==> config.mk <==
export PLATFORM = sky130hd
export DESIGN_NAME = instruction_decode
export DESIGN_NICKNAME = d
export VERILOG_FILES = /design/src/rtl/instruction_decode.sv
export SDC_FILE = /design/constraint.sdc
export NUM_CORES = 1
export LEC_CHECK = 0
export CORE_ASPECT_RATIO = 1.75
export CORE_UTILIZATION = 50
export CTS_CLUSTER_DIAMETER = 50
export DETAILED_ROUTE_END_ITERATION = 12
export HOLD_SLACK_MARGIN = 0.05
export PLACE_DENSITY = 0.8
export RECOVER_POWER = 50
export SYNTH_ARGS = -nofsm -noshare
export SYNTH_HDL_FRONTEND = slang
export SYNTH_SLANG_ARGS = --single-unit
==> constraint.sdc <==
create_clock -name clk -period 9.8 [get_ports clk]
set_input_delay 2.45 -clock clk [delete_from_list [all_inputs] [get_ports clk]]
set_output_delay 2.45 -clock clk [all_outputs]
set_load 0.03 [all_outputs]
==> src/rtl/instruction_decode.sv <==
// Decode stage: register file, RAW scoreboard and registered operand bundle for execute.
// Unknown opcodes leave as a NOP bundle and raise a combinational illegal pulse on acceptance.
module instruction_decode #(
  parameter int DATA_W  = 16,
  parameter int REG_AW  = 4,
  parameter int INSTR_W = 32
) (
  input  logic               clk,
  input  logic               rst_n,
  input  logic               in_valid,
  output logic               in_ready,
  input  logic [INSTR_W-1:0] in_instr,
  input  logic [DATA_W-1:0]  in_pc,
  output logic               out_valid,
  input  logic               out_ready,
  output logic [5:0]         opcode,
  output logic [DATA_W-1:0]  op1,
  output logic [DATA_W-1:0]  op2,
  output logic [REG_AW-1:0]  wb_reg,
  output logic               wb_en,
  output logic               illegal,
  input  logic               flush,
  input  logic               wb_we,
  input  logic [REG_AW-1:0]  wb_addr,
  input  logic [DATA_W-1:0]  wb_data
);

  localparam int NREG = 1 << REG_AW;

  typedef enum logic [5:0] {
    OP_NOP  = 6'h00, OP_ADD  = 6'h01, OP_SUB  = 6'h02, OP_MUL  = 6'h03,
    OP_AND  = 6'h04, OP_OR   = 6'h05, OP_XOR  = 6'h06, OP_XNOR = 6'h07,
    OP_SHR  = 6'h08, OP_SHL  = 6'h09, OP_ROR  = 6'h0A, OP_ROL  = 6'h0B,
    OP_CMP  = 6'h0C, OP_NOT  = 6'h0D,
    OP_LD   = 6'h10, OP_LDH  = 6'h11, OP_LDL  = 6'h12, OP_LDPC = 6'h13,
    OP_STR  = 6'h14, OP_STRH = 6'h15, OP_STRL = 6'h16, OP_STF  = 6'h17,
    OP_RDF  = 6'h18,
    OP_JMP  = 6'h20, OP_JC   = 6'h21, OP_JE   = 6'h22, OP_JNE  = 6'h23,
    OP_JL   = 6'h24, OP_JLE  = 6'h25, OP_JG   = 6'h26, OP_JGE  = 6'h27
  } op_e;

  logic [DATA_W-1:0] r_regs [NREG];
  logic [NREG-1:0]   r_pend;
  logic              r_out_valid;
  logic [5:0]        r_opcode;
  logic [DATA_W-1:0] r_op1, r_op2;
  logic [REG_AW-1:0] r_wb_reg;
  logic              r_wb_en;

  logic [5:0]        w_op;
  logic [REG_AW-1:0] w_rd, w_rs1, w_rs2;
  logic [DATA_W-1:0] w_imm;
  logic [DATA_W-1:0] w_rd_val, w_rs1_val, w_rs2_val;

  assign w_op  = in_instr[31:26];
  assign w_rd  = in_instr[25 -: REG_AW];
  assign w_rs1 = in_instr[21 -: REG_AW];
  assign w_rs2 = in_instr[17 -: REG_AW];
  assign w_imm = DATA_W'(in_instr[15:0]);

  assign w_rd_val  = (wb_we && wb_addr == w_rd)  ? wb_data : r_regs[w_rd];
  assign w_rs1_val = (wb_we && wb_addr == w_rs1) ? wb_data : r_regs[w_rs1];
  assign w_rs2_val = (wb_we && wb_addr == w_rs2) ? wb_data : r_regs[w_rs2];

  logic [5:0]        w_d_op;
  logic [DATA_W-1:0] w_d_op1, w_d_op2;
  logic [REG_AW-1:0] w_d_wb_reg;
  logic              w_d_wb_en;
  logic              w_use_rs1, w_use_rs2, w_use_rd, w_unknown;

  always_comb begin
    w_d_op     = OP_NOP;
    w_d_op1    = '0;
    w_d_op2    = '0;
    w_d_wb_reg = '0;
    w_d_wb_en  = 1'b0;
    w_use_rs1  = 1'b0;
    w_use_rs2  = 1'b0;
    w_use_rd   = 1'b0;
    w_unknown  = 1'b0;
    case (w_op)
      OP_ADD, OP_SUB, OP_MUL, OP_AND, OP_OR, OP_XOR, OP_XNOR,
      OP_SHR, OP_SHL, OP_ROR, OP_ROL: begin
        w_d_op = w_op; w_d_op1 = w_rs1_val; w_d_op2 = w_rs2_val;
        w_d_wb_en = 1'b1; w_d_wb_reg = w_rd;
        w_use_rs1 = 1'b1; w_use_rs2 = 1'b1;
      end
      OP_CMP: begin
        w_d_op = w_op; w_d_op1 = w_rs1_val; w_d_op2 = w_rs2_val;
        w_use_rs1 = 1'b1; w_use_rs2 = 1'b1;
      end
      OP_NOT: begin
        w_d_op = w_op; w_d_op1 = w_rs1_val;
        w_d_wb_en = 1'b1; w_d_wb_reg = w_rd; w_use_rs1 = 1'b1;
      end
      OP_LD, OP_LDH, OP_LDL: begin
        w_d_op = w_op; w_d_op1 = w_imm; w_d_op2 = w_rd_val;
        w_d_wb_en = 1'b1; w_d_wb_reg = w_rd; w_use_rd = 1'b1;
      end
      OP_LDPC: begin
        w_d_op = w_op; w_d_op1 = in_pc;
        w_d_wb_en = 1'b1; w_d_wb_reg = w_rd;
      end
      OP_STR, OP_STRH, OP_STRL: begin
        w_d_op = w_op; w_d_op1 = w_rs1_val; w_d_op2 = w_rd_val;
        w_use_rs1 = 1'b1; w_use_rd = 1'b1;
      end
      OP_STF: begin
        w_d_op = w_op; w_d_op1 = w_rs1_val; w_use_rs1 = 1'b1;
      end
      OP_RDF: begin
        w_d_op = w_op; w_d_wb_en = 1'b1; w_d_wb_reg = w_rd;
      end
      OP_JMP, OP_JC, OP_JE, OP_JNE, OP_JL, OP_JLE, OP_JG, OP_JGE: begin
        w_d_op = w_op; w_d_op1 = w_imm;
      end
      OP_NOP: ;
      default: w_unknown = 1'b1;
    endcase
  end

  // A source is busy if an older writer is outstanding (unless retiring now)
  // or if it is the destination of the bundle still sitting in the output register.
  function automatic logic src_busy(input logic [REG_AW-1:0] idx,
                                    input logic [NREG-1:0]   pend,
                                    input logic              we,
                                    input logic [REG_AW-1:0] waddr,
                                    input logic              held,
                                    input logic [REG_AW-1:0] hreg);
    return (pend[idx] && !(we && waddr == idx)) || (held && hreg == idx);
  endfunction

  logic w_held, w_hazard, w_accept, w_depart;
  logic [NREG-1:0] w_set, w_clr;

  assign w_held   = r_out_valid && r_wb_en;
  assign w_hazard = (w_use_rs1 && src_busy(w_rs1, r_pend, wb_we, wb_addr, w_held, r_wb_reg)) ||
                    (w_use_rs2 && src_busy(w_rs2, r_pend, wb_we, wb_addr, w_held, r_wb_reg)) ||
                    (w_use_rd  && src_busy(w_rd,  r_pend, wb_we, wb_addr, w_held, r_wb_reg));
  assign in_ready = !flush && !w_hazard && (!r_out_valid || out_ready);
  assign w_accept = in_valid && in_ready;
  assign w_depart = r_out_valid && out_ready && !flush;
  assign w_set    = (w_depart && r_wb_en) ? (NREG'(1) << r_wb_reg) : '0;
  assign w_clr    = wb_we ? (NREG'(1) << wb_addr) : '0;

  always_ff @(posedge clk or negedge rst_n) begin
    if (!rst_n) begin
      for (int unsigned i = 0; i < NREG; i++) r_regs[i] <= '0;
      r_pend <= '0;
    end else begin
      if (wb_we) r_regs[wb_addr] <= wb_data;
      r_pend <= (r_pend & ~w_clr) | w_set;
    end
  end

  always_ff @(posedge clk or negedge rst_n) begin
    if (!rst_n) begin
      r_out_valid <= 1'b0;
      r_opcode    <= '0;
      r_op1       <= '0;
      r_op2       <= '0;
      r_wb_reg    <= '0;
      r_wb_en     <= 1'b0;
    end else if (flush) begin
      r_out_valid <= 1'b0;
      r_opcode    <= '0;
      r_op1       <= '0;
      r_op2       <= '0;
      r_wb_reg    <= '0;
      r_wb_en     <= 1'b0;
    end else if (w_accept) begin
      r_out_valid <= 1'b1;
      r_opcode    <= w_d_op;
      r_op1       <= w_d_op1;
      r_op2       <= w_d_op2;
      r_wb_reg    <= w_d_wb_reg;
      r_wb_en     <= w_d_wb_en;
    end else if (out_ready) begin
      r_out_valid <= 1'b0;
    end
  end

  assign out_valid = r_out_valid;
  assign opcode    = r_opcode;
  assign op1       = r_op1;
  assign op2       = r_op2;
  assign wb_reg    = r_wb_reg;
  assign wb_en     = r_wb_en;
  assign illegal   = w_accept && w_unknown;

endmodule

# ---- Word level (Yosys, flattened, before mapping)
# Index checks and enable logic that the tools add are counted.
dict set report word_totals {
  ff_bits 316
  latchBits 0
  ramBits 0
  romBits 0
  in_bits 74
  output_inout_bits 46
  word_cells 164
  mem_count 0
}
dict set report classes {
  add_sub_neg 0
  mul 0
  div_mod_pow 0
  n_lt_le_gt_ge 8
  eq_ne 36
  shift 2
  mux 45
  n_bitwise 7
  reduce_logical 43
}
# operator count
set ops {}
lappend ops {{256-bit bitwise mux} 1}
lappend ops {{16-bit two-way mux} 16}
lappend ops {{16-bit binary-select mux with 4-bit select} 3}
lappend ops {{16-bit demux with 4-bit select} 1}
lappend ops {{6-bit by 5-bit equality test with 1-bit output (second input constant)} 9}
lappend ops {{6-bit equality test (second input constant)} 8}
lappend ops {{16-bit one-hot mux with 3 select lines} 1}
lappend ops {{6-bit by 4-bit equality test with 1-bit output (second input constant)} 6}
lappend ops {{17-bit OR reduction} 2}
lappend ops {{16-bit one-hot mux with 2 select lines} 1}
lappend ops {{1-bit by 4-bit << shifter with 16-bit output (first input constant)} 2}
lappend ops {{31-bit OR reduction} 1}
lappend ops {{30-bit OR reduction} 1}
lappend ops {{4-bit equality test} 6}
lappend ops {{6-bit by 3-bit equality test with 1-bit output (second input constant)} 4}
lappend ops {{1-bit logical AND} 21}
lappend ops {{5-bit >= comparator (second input constant)} 4}
lappend ops {{4-bit inverter with 5-bit output} 4}
lappend ops {{6-bit two-way mux} 3}
lappend ops {{16-bit bitwise AND} 1}
lappend ops {{16-bit inverter} 1}
lappend ops {{16-bit bitwise OR} 1}
lappend ops {{4-bit by 5-bit < comparator with 1-bit output (second input constant)} 3}
lappend ops {{1-bit two-way mux} 13}
lappend ops {{other kinds (13)} 28}

# ---- Longest topological paths before layout
dict set report logic_depth {
  depth_word 14
  ltp_mapped 10
  depth_no_buf 6
}

# ---- Least setup slack after synthesis
# No wires, ideal clock.
dict set report synth_timing {
  path_type {input port to output port}
  start {in in_instr[14]}
  end {out illegal}
  t_arrival_ns 4.651
  required_ns 7.350
  slack_ns 2.699
  cell_stages 9
  n_path_buf 3
  path_cell_list {buf_6 -> mux4_2 -> nor2b_1 -> a211o_1 -> a32oi_1 -> nand3_1 -> buf_4 -> buf_2 -> nor2_1}
}
dict set report synth_between {
  elab_chain_cells 13
  elab_cells_between_ends 17
  cone_classes {2 x eq/ne; 2 x mux; 13 x reduce/logical}
}
# item line_no
set synth_lines {}
lappend synth_lines {{start, declared} 12} ;# input logic [INSTR_W-1:0] in_instr,
lappend synth_lines {{parallel branches: the longest is 4 deep, another holds 1-bit binary-select mux with 4-bit select} n/a}
lappend synth_lines {{1-bit logical OR *} 130} ;# return (pend[idx] && !(we && waddr == idx)) || (held && hreg == idx);
lappend synth_lines {{1-bit logical AND *} 138} ;# (w_use_rs2 && src_busy(w_rs2, r_pend, wb_we, wb_addr, w_held, r_wb_reg)) ||
lappend synth_lines {{1-bit logical OR *} 137} ;# assign w_hazard = (w_use_rs1 && src_busy(w_rs1, r_pend, wb_we, wb_addr, w_held, r_wb_reg)) ||
lappend synth_lines {{1-bit logical OR *} 138}
lappend synth_lines {{1-bit logical NOT *} 140} ;# assign in_ready = !flush && !w_hazard && (!r_out_valid || out_ready);
lappend synth_lines {{1-bit logical AND * (2 in series)} 140}
lappend synth_lines {{1-bit logical AND *} 141} ;# assign w_accept = in_valid && in_ready;
lappend synth_lines {{1-bit logical AND *} 189} ;# assign illegal = w_accept && w_unknown;
lappend synth_lines {{end, declared} 21} ;# output logic illegal,
# Mark *: on every way between the ends. The select of a mux whose other input is x is not followed.

# ---- Final worst setup path
dict set report layout_timing {
  start {in in_instr[29]}
  end {out illegal}
}
dict set report layout_between {
  elab_chain_cells 11
  elab_cells_between_ends 49
  cone_classes {30 x eq/ne; 4 x mux; 15 x reduce/logical}
}
# item line_no
set layout_lines {}
lappend layout_lines {{6-bit by 5-bit equality test with 1-bit output (tied with other cells)} 81} ;# case (w_op)
lappend layout_lines {{17-bit OR reduction (no source line) or 12-bit OR reduction (tied branches)} n/a}
lappend layout_lines {{1-bit two-way mux} 81}
lappend layout_lines {{1-bit logical AND, on equally long branches} {137, 138}}
lappend layout_lines {{1-bit logical OR} 137}
lappend layout_lines {{1-bit logical OR} 138}
lappend layout_lines {{1-bit logical NOT} 140}
lappend layout_lines {{1-bit logical AND (2 in series)} 140}
lappend layout_lines {{1-bit logical AND} 141}
lappend layout_lines {{1-bit logical AND *} 189}
# Every way passes the cells marked *; elsewhere a longest branch is shown, timed or not.

==> impl_metrics.py <==
metrics = {
    "clock_network": {
        "cts_hold_buffers": 0,
        "clk_latency_ns": 0.59,
        "cts_tree": "yes",
        "cts-resized-gates": 0,
        "clock_path_buffers": 3,
        "cts_sinks": 316,
        "cts-htree-levels": 1,
        "clk_pin_slew_ns": 0.07,
        "cts_buffers": 30,
        "root_buffer": "clkbuf_16",
        "post-cts-setup-buffers": 0,
    },
    "yosys": {
        "synthTopCellsByCount": "316 x dfrtp_1, 256 x mux2_2, 251 x mux4_2",
        "syn_nets": 1377,
        "synth_top_area_share_pct": 40.83,
        "synth_ff_type": "dfrtp_1",
        "ys_ff_latch": 316,
        "synth_top_cell_by_area": "dfrtp_1",
        "synth_edf_count": 0,
        "ys_types": 49,
        "synth_most_common_cell": "dfrtp_1",
        "yosys_warnings": 0,
        "async_flop_share_pct": 100.0,
        "synth_cells": 1303,
        "syn_area_per_cell_um2": 14.86,
        "yosys-top-cells-area": "dfrtp_1 41%, mux4_2 29%, mux2_2 15%",
        "syn-cell-area_mm2": 0.01937,
        "ys_seq_area_share_pct": 40.83,
    },
    "timing": {
        "fin_crit_sh_pct": 85.18,
        "slew_violations": 201,
        "finalClockSkew_ns": 0.02117,
        "hold_viol": 0,
        "rsz0062_at_grt": "no",
        "worst_pin_slew_ns": 6.244,
        "slew_headroom_pct": -316.3,
        "period_needed_ns": 8.348,
        "setup_viol": 0,
        "max_freq_mhz": 119.8,
        "fin_tns_setup_ns": 0,
    },
    "global_route": {
        "grt_pass1_vias": 13927,
        "grt_max_degree": 111,
        "grt_overflow": 0,
        "grt_antenna_before_repair": 1,
        "grt_pass1_wl_um": 86210,
        "track_usage_pct": 29.62,
    },
    "floorplan": {
        "rows": 95,
        "fp.dieH_um": 262.4,
        "core-area_mm2": 0.03827,
        "die-area_mm2": 0.03955,
        "io_pins": 120,
        "start_util_pct": 50.60,
        "dieWidth_um": 150.8,
    },
    "worst_setup_path": {
        "cp_top_family": "buffers and inverters",
        "path_buf_inv": 3,
        "arrival_ns": 5.90,
        "crit_fanout": 18,
        "rr_startpoint": "wb_reg[0]$_DFFE_PN0P_",
        "start_kind": "input port",
        "cpMostUsedCell": "clkdlybuf4s50_1",
        "crit_path_start": "in_instr[29]",
        "cp_slowest_stage_delay_ns": 0.73,
        "critPathCaptureType": "primary output",
        "setup.worst_path.class": "input port to primary output",
        "crit_path_cell_trace": "clkdlybuf4s50_1 -> or4_1 -> o211ai_1 -> a31oi_2 -> buf_4 -> a32oi_1 -> nand3_2 -> nor2_1 -> clkdlybuf4s50_1",
        "slowest_stage": "clkdlybuf4s50_1",
        "worstPathRequired_ns": 7.35,
    },
    "placement": {
        "dpl_cell_area_mm2": 0.02091,
        "dp_cells": 1811,
        "gp_congestion": 0.9414,
        "portBuffers": 119,
        "post-dp-hpwl_um": 34180,
    },
    "hold_path": {
        "min-delay-start": "op1[1]$_DFFE_PN0P_",
        "worstHoldPathType": "flop to flop",
    },
    "power": {
        "p_leak_nw": 8.703,
        "power.total_mw": 4.162,
        "power_density_mw_per_mm2": 189.6,
        "vdd_drop_max_mv": 0.1464,
    },
    "layout": {
        "layout.nets": 1432,
        "layout.cells.non_filler": 1866,
        "drive_gt1_share_pct": 44.68,
        "finalInstanceArea_mm2": 0.02195,
        "num_antenna_cells": 0,
        "regMostFlops": "r_regs",
        "largest_register_ffs": 256,
        "syn2layout_area_growth_pct": 13.35,
    },
    "run_status": {
        "violations": "max-capacitance violations, max-slew violations",
        "status": "finished with violations",
    },
    "job": {
        "max_cap_violations": 6,
    },
    "routing": {
        "wl_um": 56150,
        "drtIter0Drc": 1241,
        "drc": 0,
        "wl_per_cell_um": 30.09,
        "vias": 13251,
        "antenna_left": 0,
        "vias_per_cell": 7.101,
        "drtPass1Iterations": 5,
    },
}
## worst register-to-register path, delay by kind of cell (launching register included)
| kind | cells | cell delay, ns |
|---|---|---|
| muxes | 1 | 0.31 |
| DFF | 1 | 0.76 |
| buffers and inverters | 1 | 0.64 |
| xor gates and xnor gates | 1 | 0.15 |
| and+or+nand+nor | 3 | 0.92 |
## logic make-up after synthesis
| logic type | Yosys count | share of synthesized area [%] |
|---|---|---|
| and+or+nand+nor | 172 | 4.846 |
| AOI/OAI and AO/OA | 107 | 4.148 |
| buffers and inverters | 137 | 2.946 |
| muxes | 547 | 46.14 |
| xor gates and xnor gates | 24 | 1.085 |
| DFF | 316 | 40.83 |
## metrics by stage
| step | worst slack [ns] | hold WS, ns | util (%) |
|---|---|---|---|
| after floorplan | 2.699 | 0.4780 | - |
| after global placement | 1.706 | 0.5189 | 54.63 |
| after detailed placement | 1.620 | 0.5278 | 54.63 |
| after CTS | 1.589 | 0.5424 | 57.45 |
| after global routing | 0.9573 | 0.5677 | 57.36 |
| final | 1.452 | 0.5453 | 57.36 |
## placed cells by master (no fill, tap or decap), drive strengths merged, types with 5 or more instances in the layout
| master | count |
|---|---|
| a21oi | 9 |
| a221oi | 32 |
| a22o | 17 |
| a31oi | 6 |
| buf | 43 |
| bufinv | 5 |
| clkbuf | 44 |
| clkdlybuf4s50 | 106 |
| clkinv | 10 |
| dfrtp | 316 |
| mux2 | 256 |
| mux2i | 40 |
| mux4 | 251 |
| nand2 | 39 |
| nand2b | 47 |
| nand3 | 13 |
| nor2 | 18 |
| nor2b | 21 |
| nor3 | 5 |
| o21ai | 21 |
| o31ai | 8 |
| or4 | 10 |
| xnor2 | 9 |
| xor2 | 15 |
## power breakdown
part           leakage [nW]  total [mW]  switching, mW  internal (mW)
sequential             3.97        1.82          0.254           1.56
clock                 0.530        1.27          0.537          0.736
combinational          4.21        1.07          0.384          0.688
## path summary, 6_finish.rpt
check,endpoint,depth (start not counted),slack (ns)
max,illegal,9,1.45
min,op1[1]$_DFFE_PN0P_,2,0.55
max reg2reg,op2[2]$_DFFE_PN0P_,6,6.92
min reg2reg,op1[1]$_DFFE_PN0P_,2,0.55
max in group asynchronous,r_regs[179]$_DFFE_PN0P_,1,2.13
min in group asynchronous,opcode[0]$_DFFE_PN0P_,1,4.17
## layer usage
metal,up-vias,wire (um),track usage [%]
li1,5297,-,-
met1,6965,19210,36.36
met2,783,28300,47.90
met3,204,5173,6.319
met4,2,3458,17.22
met5,-,10,0
## cell type report
type	count	area (um^2)
clock buffer	38	830.8
clock inverter	17	246.5
fill	2873	16320
inverter	3	11.26
multi-input combinational	850	10940
sequential	316	7908
tap	485	606.8
timing repair buffer	157	1411
Note: power is estimated with default switching activity, not from simulation.
